--- config.mk ---
export PLATFORM = sky130hd
export DESIGN_NAME = vjtag_dr_responder
export DESIGN_NICKNAME = d
export VERILOG_FILES = /design/src/rtl/vjtag_pkg.sv /design/src/rtl/vjtag_shift_reg.sv /design/src/rtl/vjtag_dr_responder.sv
export SDC_FILE = /design/constraint.sdc
export NUM_CORES = 1
export LEC_CHECK = 0
export ABC_AREA = 0
export CAP_MARGIN = 5
export CORE_AREA = 2 2 101 103
export CTS_BUF_LIST = sky130_fd_sc_hd__clkbuf_4
export CTS_CLUSTER_DIAMETER = 100
export DETAILED_ROUTE_END_ITERATION = 8
export DIE_AREA = 0 0 103 105
export PLACE_DENSITY = 0.71
export REMOVE_ABC_BUFFERS = 1
export SLEW_MARGIN = 25
export SYNTH_ARGS = -nofsm -noshare
export SYNTH_HDL_FRONTEND = slang
export SYNTH_SLANG_ARGS = --single-unit
--- constraint.sdc ---
create_clock -name tck -period 7 [get_ports tck]
set_input_delay 1.4 -clock tck [delete_from_list [all_inputs] [get_ports tck]]
set_output_delay 1.4 -clock tck [all_outputs]
set_load 0.05 [all_outputs]
--- src/rtl/vjtag_pkg.sv ---
// Shared definitions for the virtual-JTAG data-register responder:
// instruction register width, instruction codes, DR FSM states and
// the instruction decode helper.
package vjtag_pkg;

    localparam int unsigned IR_W = 10;

    localparam logic [IR_W-1:0] INSTR_BYPASS = 10'h000;
    localparam logic [IR_W-1:0] INSTR_IDCODE = 10'h001;
    localparam logic [IR_W-1:0] INSTR_WRITE  = 10'h002;
    localparam logic [IR_W-1:0] INSTR_READ   = 10'h003;
    localparam logic [IR_W-1:0] INSTR_STATUS = 10'h004;
    localparam logic [IR_W-1:0] INSTR_CLEAR  = 10'h3FF;

    typedef enum logic [2:0] {
        ST_IDLE,
        ST_CAPTURE,
        ST_SHIFT,
        ST_EXIT,
        ST_UPDATE
    } state_t;

    // Every code without a real data register (CLEAR and unknown codes
    // included) routes the DR path through the 1-bit bypass register.
    function automatic logic is_bypass(input logic [IR_W-1:0] code);
        return !(code inside {INSTR_IDCODE, INSTR_WRITE, INSTR_READ, INSTR_STATUS});
    endfunction

endpackage

--- src/rtl/vjtag_shift_reg.sv ---
// DR shift path: data shift register, saturating shift counter and the
// 1-bit bypass register.
// Ports:
//   tck, reset          clock, async active-high reset
//   load, load_val      capture: load sr, clear cnt and bypass bit
//   shift, bypass_sel   shift one bit from tdi into sr or the bypass bit
//   sr, cnt, bypass_bit register state
module vjtag_shift_reg #(
    parameter int unsigned DATA_W = 32,
    parameter int unsigned CNT_W  = 6
) (
    input  logic              tck,
    input  logic              reset,
    input  logic              load,
    input  logic [DATA_W-1:0] load_val,
    input  logic              shift,
    input  logic              bypass_sel,
    input  logic              tdi,
    output logic [DATA_W-1:0] sr,
    output logic [CNT_W-1:0]  cnt,
    output logic              bypass_bit
);

    localparam logic [CNT_W-1:0] CNT_MAX = CNT_W'(DATA_W + 1);

    // Capture has precedence over shift; the counter keeps counting in
    // bypass so over/under-length shifts stay visible.
    always_ff @(posedge tck or posedge reset) begin
        if (reset) begin
            sr         <= '0;
            cnt        <= '0;
            bypass_bit <= 1'b0;
        end else if (load) begin
            sr         <= load_val;
            cnt        <= '0;
            bypass_bit <= 1'b0;
        end else if (shift) begin
            if (bypass_sel) begin
                bypass_bit <= tdi;
            end else begin
                sr <= {tdi, sr[DATA_W-1:1]};
            end
            if (cnt != CNT_MAX) begin
                cnt <= cnt + CNT_W'(1);
            end
        end
    end

endmodule

--- src/rtl/vjtag_dr_responder.sv ---
// Virtual-JTAG data-register responder: decodes the hub instruction,
// tracks the DR TAP states, shifts IDCODE/READ/STATUS words out and
// commits full-length WRITE words to the fabric.
// Ports:
//   tck, reset             clock, async active-high reset
//   tdi, tdo               serial data in/out (tdo is combinational)
//   ir_in, ir_out          instruction in, status on IR capture
//   virtual_state_*        TAP state strobes from the hub
//   wr_data, wr_valid      committed write word and its 1-cycle pulse
//   rd_data, rd_strobe     fabric read word and READ-selected pulse
// Build option: VJTAG_RESP_ERRCNT_EN adds an 8-bit saturating count of
// short/long WRITE updates, reported through STATUS.
module vjtag_dr_responder
    import vjtag_pkg::*;
#(
    parameter int unsigned       DATA_W   = 32,
    parameter logic [DATA_W-1:0] ID_VALUE = DATA_W'(32'h4A54_4147)
) (
    input  logic              tck,
    input  logic              reset,
    input  logic              tdi,
    input  logic [IR_W-1:0]   ir_in,
    input  logic              virtual_state_cdr,
    input  logic              virtual_state_sdr,
    input  logic              virtual_state_e1dr,
    input  logic              virtual_state_pdr,
    input  logic              virtual_state_e2dr,
    input  logic              virtual_state_udr,
    input  logic              virtual_state_cir,
    input  logic              virtual_state_uir,
    output logic              tdo,
    output logic [IR_W-1:0]   ir_out,
    output logic [DATA_W-1:0] wr_data,
    output logic              wr_valid,
    input  logic [DATA_W-1:0] rd_data,
    output logic              rd_strobe
);

    localparam int unsigned CNT_W = $clog2(DATA_W + 2);

    state_t              state, state_d;
    logic [IR_W-1:0]     instr;
    logic [DATA_W-1:0]   sr;
    logic [CNT_W-1:0]    cnt;
    logic                bypass_bit;
    logic [DATA_W-1:0]   load_val;
    logic                wr_len_err;
    logic                wr_valid_seen;
    logic                unused_cir;

    // IR capture carries no action of its own here.
    assign unused_cir = virtual_state_cir;

    // Only the highest-priority strobe acts: cdr > sdr > udr > uir > exit/pause.
    logic sdr_go, udr_go, uir_go, ext_go;
    assign sdr_go = !virtual_state_cdr && virtual_state_sdr;
    assign udr_go = !virtual_state_cdr && !virtual_state_sdr && virtual_state_udr;
    assign uir_go = !virtual_state_cdr && !virtual_state_sdr && !virtual_state_udr
                    && virtual_state_uir;
    assign ext_go = !virtual_state_cdr && !virtual_state_sdr && !virtual_state_udr
                    && !virtual_state_uir
                    && (virtual_state_e1dr || virtual_state_pdr || virtual_state_e2dr);

    logic in_dr, sdr_acc, udr_acc, ext_acc;
    assign in_dr   = state inside {ST_CAPTURE, ST_SHIFT, ST_EXIT};
    assign sdr_acc = sdr_go && in_dr;
    assign udr_acc = udr_go && in_dr;
    assign ext_acc = ext_go && (state inside {ST_CAPTURE, ST_SHIFT});

    logic commit, len_err, clear_go;
    assign commit   = udr_acc && (instr == INSTR_WRITE) && (cnt == CNT_W'(DATA_W));
    assign len_err  = udr_acc && (instr == INSTR_WRITE) && (cnt != CNT_W'(DATA_W));
    assign clear_go = uir_go && (ir_in == INSTR_CLEAR);

`ifdef VJTAG_RESP_ERRCNT_EN
    logic [7:0] errcnt;

    // Saturating count of rejected WRITE updates.
    always_ff @(posedge tck or posedge reset) begin
        if (reset) begin
            errcnt <= 8'h00;
        end else if (clear_go) begin
            errcnt <= 8'h00;
        end else if (len_err && (errcnt != 8'hFF)) begin
            errcnt <= errcnt + 8'd1;
        end
    end
`else
    logic [7:0] errcnt;
    assign errcnt = 8'h00;
`endif

    logic [8:0] status_word;
    assign status_word = {errcnt, wr_len_err};

    // FSM state register.
    always_ff @(posedge tck or posedge reset) begin
        if (reset) begin
            state <= ST_IDLE;
        end else begin
            state <= state_d;
        end
    end

    // FSM next state; cdr is honoured from any state, including UPDATE.
    always_comb begin
        state_d = state;
        if (state == ST_UPDATE) begin
            state_d = ST_IDLE;
        end
        if (virtual_state_cdr) begin
            state_d = ST_CAPTURE;
        end else if (sdr_acc) begin
            state_d = ST_SHIFT;
        end else if (udr_acc) begin
            state_d = ST_UPDATE;
        end else if (ext_acc) begin
            state_d = ST_EXIT;
        end
    end

    // Capture value for the selected data register.
    always_comb begin
        load_val = '0;
        case (instr)
            INSTR_IDCODE: load_val = ID_VALUE;
            INSTR_READ:   load_val = rd_data;
            INSTR_STATUS: load_val = DATA_W'(status_word);
            default:      load_val = '0;
        endcase
    end

    vjtag_shift_reg #(
        .DATA_W (DATA_W),
        .CNT_W  (CNT_W)
    ) u_shift_reg (
        .tck        (tck),
        .reset      (reset),
        .load       (virtual_state_cdr),
        .load_val   (load_val),
        .shift      (sdr_acc),
        .bypass_sel (is_bypass(instr)),
        .tdi        (tdi),
        .sr         (sr),
        .cnt        (cnt),
        .bypass_bit (bypass_bit)
    );

    // Instruction latch, write commit, pulses and sticky status.
    always_ff @(posedge tck or posedge reset) begin
        if (reset) begin
            instr         <= INSTR_BYPASS;
            wr_data       <= '0;
            wr_valid      <= 1'b0;
            rd_strobe     <= 1'b0;
            wr_len_err    <= 1'b0;
            wr_valid_seen <= 1'b0;
        end else begin
            wr_valid  <= commit;
            rd_strobe <= uir_go && (ir_in == INSTR_READ);
            if (uir_go) begin
                instr <= ir_in;
            end
            if (commit) begin
                wr_data <= sr;
            end
            if (clear_go) begin
                wr_len_err    <= 1'b0;
                wr_valid_seen <= 1'b0;
            end else begin
                if (len_err) begin
                    wr_len_err <= 1'b1;
                end
                if (commit) begin
                    wr_valid_seen <= 1'b1;
                end
            end
        end
    end

    assign ir_out = {{(IR_W-2){1'b0}}, wr_valid_seen, wr_len_err};
    assign tdo    = (state == ST_IDLE) ? 1'b0
                  : (is_bypass(instr) ? bypass_bit : sr[0]);

endmodule

==> reports/results.tsv <==
metric	value	unit
TritonCTS Buffers	9	
Final Cell Area	5303	sq um
# IOs	98	
Static Leak	2.316	nW
Max-Cap Viols	0	
CP max FO	36	
Largest delay share family, worst path	buffers and inverters	
crit path from	instr[1]$_DFFE_PP0P_	
core area	9639	sq um
cts hold-fix bufs	0	
total global-route track usage	17.95	%
Hold Startpoint	wr_data[19]$_DFFE_PP0P_	
max incr delay on CP	0.82	ns
Slew headroom	53.86	%
skew final	0.02756	ns
starting density of the core	44.12	%
final hold slack	0.4998	ns
Die Width	103	microns
final setup violating endpoints	0	
Main synth FF type	dfrtp_1	
worst r2r src	instr[1]$_DFFE_PP0P_	
DRT Wirelength	9524	microns
First-pass DRT Iterations	4	
antenna cells	0	
remaining antenna violation count	0	
grt total ovfl	0	
worst skew pair latency	0.45	ns
initial drt markers	126	
post-route clock period utilization	65.51	%
Hold Fails Final Rpt	0	
Min-Delay Endpoint	wr_data[19]$_DFFE_PP0P_	
Syn. warnings	0	
critical path data arrival time	3.19	ns
Power, Total	0.9493	mW
startpoint class of the critical path	register	
Reg2Reg Depth	4	
Reg power frac	58.4	%
Multi-input gate area	1821	sq um
nets	493	
Synth async-reset ratio	100.0	%
PnR worst setup slack	2.414	ns
DRC violations left	0	
vias in the first global route	3084	
Syn-to-layout area delta	24.68	%
Net Sw Frac	29.91	%
post-CTS setup buffer count	0	
Max rail drop VDD	0.09000	mV
Crit-path slowest cell	clkdlybuf4s50_1	
post-CTS sizing	0	
r2r endpoint	u_shift_reg.sr[6]$_DFFE_PP0P_	
Synth area leaders	dfrtp_1 52%, mux2_2 10%, a221o_1 4.7%	
DIE HEIGHT	105	microns
clock sink count	88	
Synth top area share	51.78	%
Area after DPL	5184	sq um
Hold Crit Class	register to register	
CTS tree	yes	
clock network power share	27.2	%
post-synth cell types	46	
initial antenna violation count	0	
clk buf depth	2	
IO Port Bufs	88	
max-slew violations	0	
clk root buf	clkbuf_4	
area leader, netlist	dfrtp_1	
pre-CTS setup slack	2.869	ns
hold path depth	1	
Setup CP Type	register to output port	
Final HPWL DP	6250	microns
vias per cell	5.388	
FF/Latch Area	2202	sq um
share of cells above drive strength 1	16.29	%
WL/cell	16.56	microns
post-synthesis sequential area ratio	51.78	%
critical path cell sequence	o21ai_0, nand4_4, mux2i_1, nor2_1, clkdlybuf4s50_1	
fill cell count	863	
Post-synth EDFFs	0	
largest net degree at the start of global routing	51	
RSZ-0062 raised after global routing	false	
Critical Path RT	5.60	ns
vias	3098	
mean area per synthesized cell	11.85	sq um
Seq cells post-synth	88	
row cnt	36	
Pwr Density	179.0	nW/um^2
Buffers & Inverters on Critical Path	1	
Post-Syn Area	4253	sq um
Final Wtd Congestion	0.7791	
CTS clock-pin slew for the worst setup and hold paths	0.15	ns
Synth Instances	359	
setup TNS	0	ns
Psw	0.2839	mW
status	complete, no violations	
worst slew pin tran	0.6901	ns
global-route wire length before repair	15220	microns
Gate power share	14.4	%
Tmin final	4.586	ns
Crit. End Element	output port	
top achievable clock speed	218.1	MHz
Die Area	10820	sq um
internal power	0.6654	mW
htree depth	3	
Reg2Reg Setup Slack	4.17	ns
per-stage QoR:
stage | instances | utilization [%]
detailed placement | 559 | 53.78
global route | 575 | 55.01
CTS | 575 | 55.01
finish | 575 | 55.01
floorplan | 332 | -
global placement | 559 | 53.78
how the worst max path moves through the flow:
| stage | to | slack, ns | cells after the start |
|---|---|---|---|
| after floorplan | instr[0]$_DFFE_PP0P_ | 3.32 | 1 |
| after global placement | tdo | 2.92 | 5 |
| after detailed placement | wr_data[28]$_DFFE_PP0P_ | 2.87 | 7 |
| after CTS | tdo | 2.37 | 5 |
| after global routing | tdo | 2.20 | 5 |
| final | tdo | 2.41 | 5 |
flip-flops by register name, summed over array words and instances (netlist names):
register	count
wr_data	32
state	3
wr_len_err	1
wr_valid_seen	1
instr	10
rd_strobe	1
wr_valid	1
u_shift_reg.sr	32
u_shift_reg.bypass_bit	1
u_shift_reg.cnt	6
logic make-up (layout without fill, tap and decap cells):
logic type	count (synthesis)	after routing	synth area share, %
other	1	8	0.08818
DFF	88	88	51.78
xor gates and xnor gates	4	4	0.8239
muxes	44	44	11.56
adders and majority gates	3	3	0.8827
buffers and inverters	52	128	6.325
and+or+nand+nor	110	110	17.15
AOI/OAI and AO/OA	57	57	11.39
cell usage in the layout, fill, tap and decap left out, types with 5 or more instances in the layout:
cell / instances
conb_1: 8
buf_4: 6
a221o_1: 20
nand3_1: 5
nand2_1: 11
nor2b_1: 22
nor4b_1: 11
nor3_1: 5
a21oi_1: 13
a311o_1: 12
inv_1: 17
clkdlybuf4s50_1: 88
clkbuf_4: 10
nor2_1: 12
mux2_2: 39
nor3b_1: 21
dfrtp_1: 88
layout make-up:
class	count	share of cell area (%)
clock buffers	10	1.416
repair buffers	94	17.46
inverters	18	1.298
clock inverters	6	0.8259
flip-flops and latches	88	41.53
multi-input cells	226	34.33
well taps	133	3.138
layer usage:
layer	track usage [%]	up-vias	share of wire (%)	routed length [microns]
met2	28.99	89	49	4665
met1	24.12	1532	44	4216
met4	7.049	0	1.2	119
met5	0	-	0	0
met3	2.609	12	5.5	523
li1	-	1465	-	-
power by group through the flow:
stage	registers [mW]	clock network (mW)	logic, mW
floorplan	0.561	0	0.0749
global placement	0.562	0	0.135
detailed placement	0.564	0	0.138
CTS	0.554	0.267	0.138
global route	0.557	0.285	0.150
finish	0.554	0.259	0.137
Yosys cell counts, types with 3 or more instances:
cell type / number
nand3_1: 5
nor3_1: 5
nor2b_1: 22
nor4b_1: 12
nand2_1: 11
dfrtp_1: 88
nor3b_1: 21
ha_1: 3
buf_6: 3
a21oi_1: 13
xor2_1: 3
mux2i_1: 3
mux2_2: 39
clkbuf_1: 15
o21ai_0: 4
inv_1: 18
a221o_1: 20
a311o_1: 12
and3_1: 3
nor2_1: 12
nand4_1: 4
buf_4: 13
Note: power is estimated with default switching activity, not from simulation.
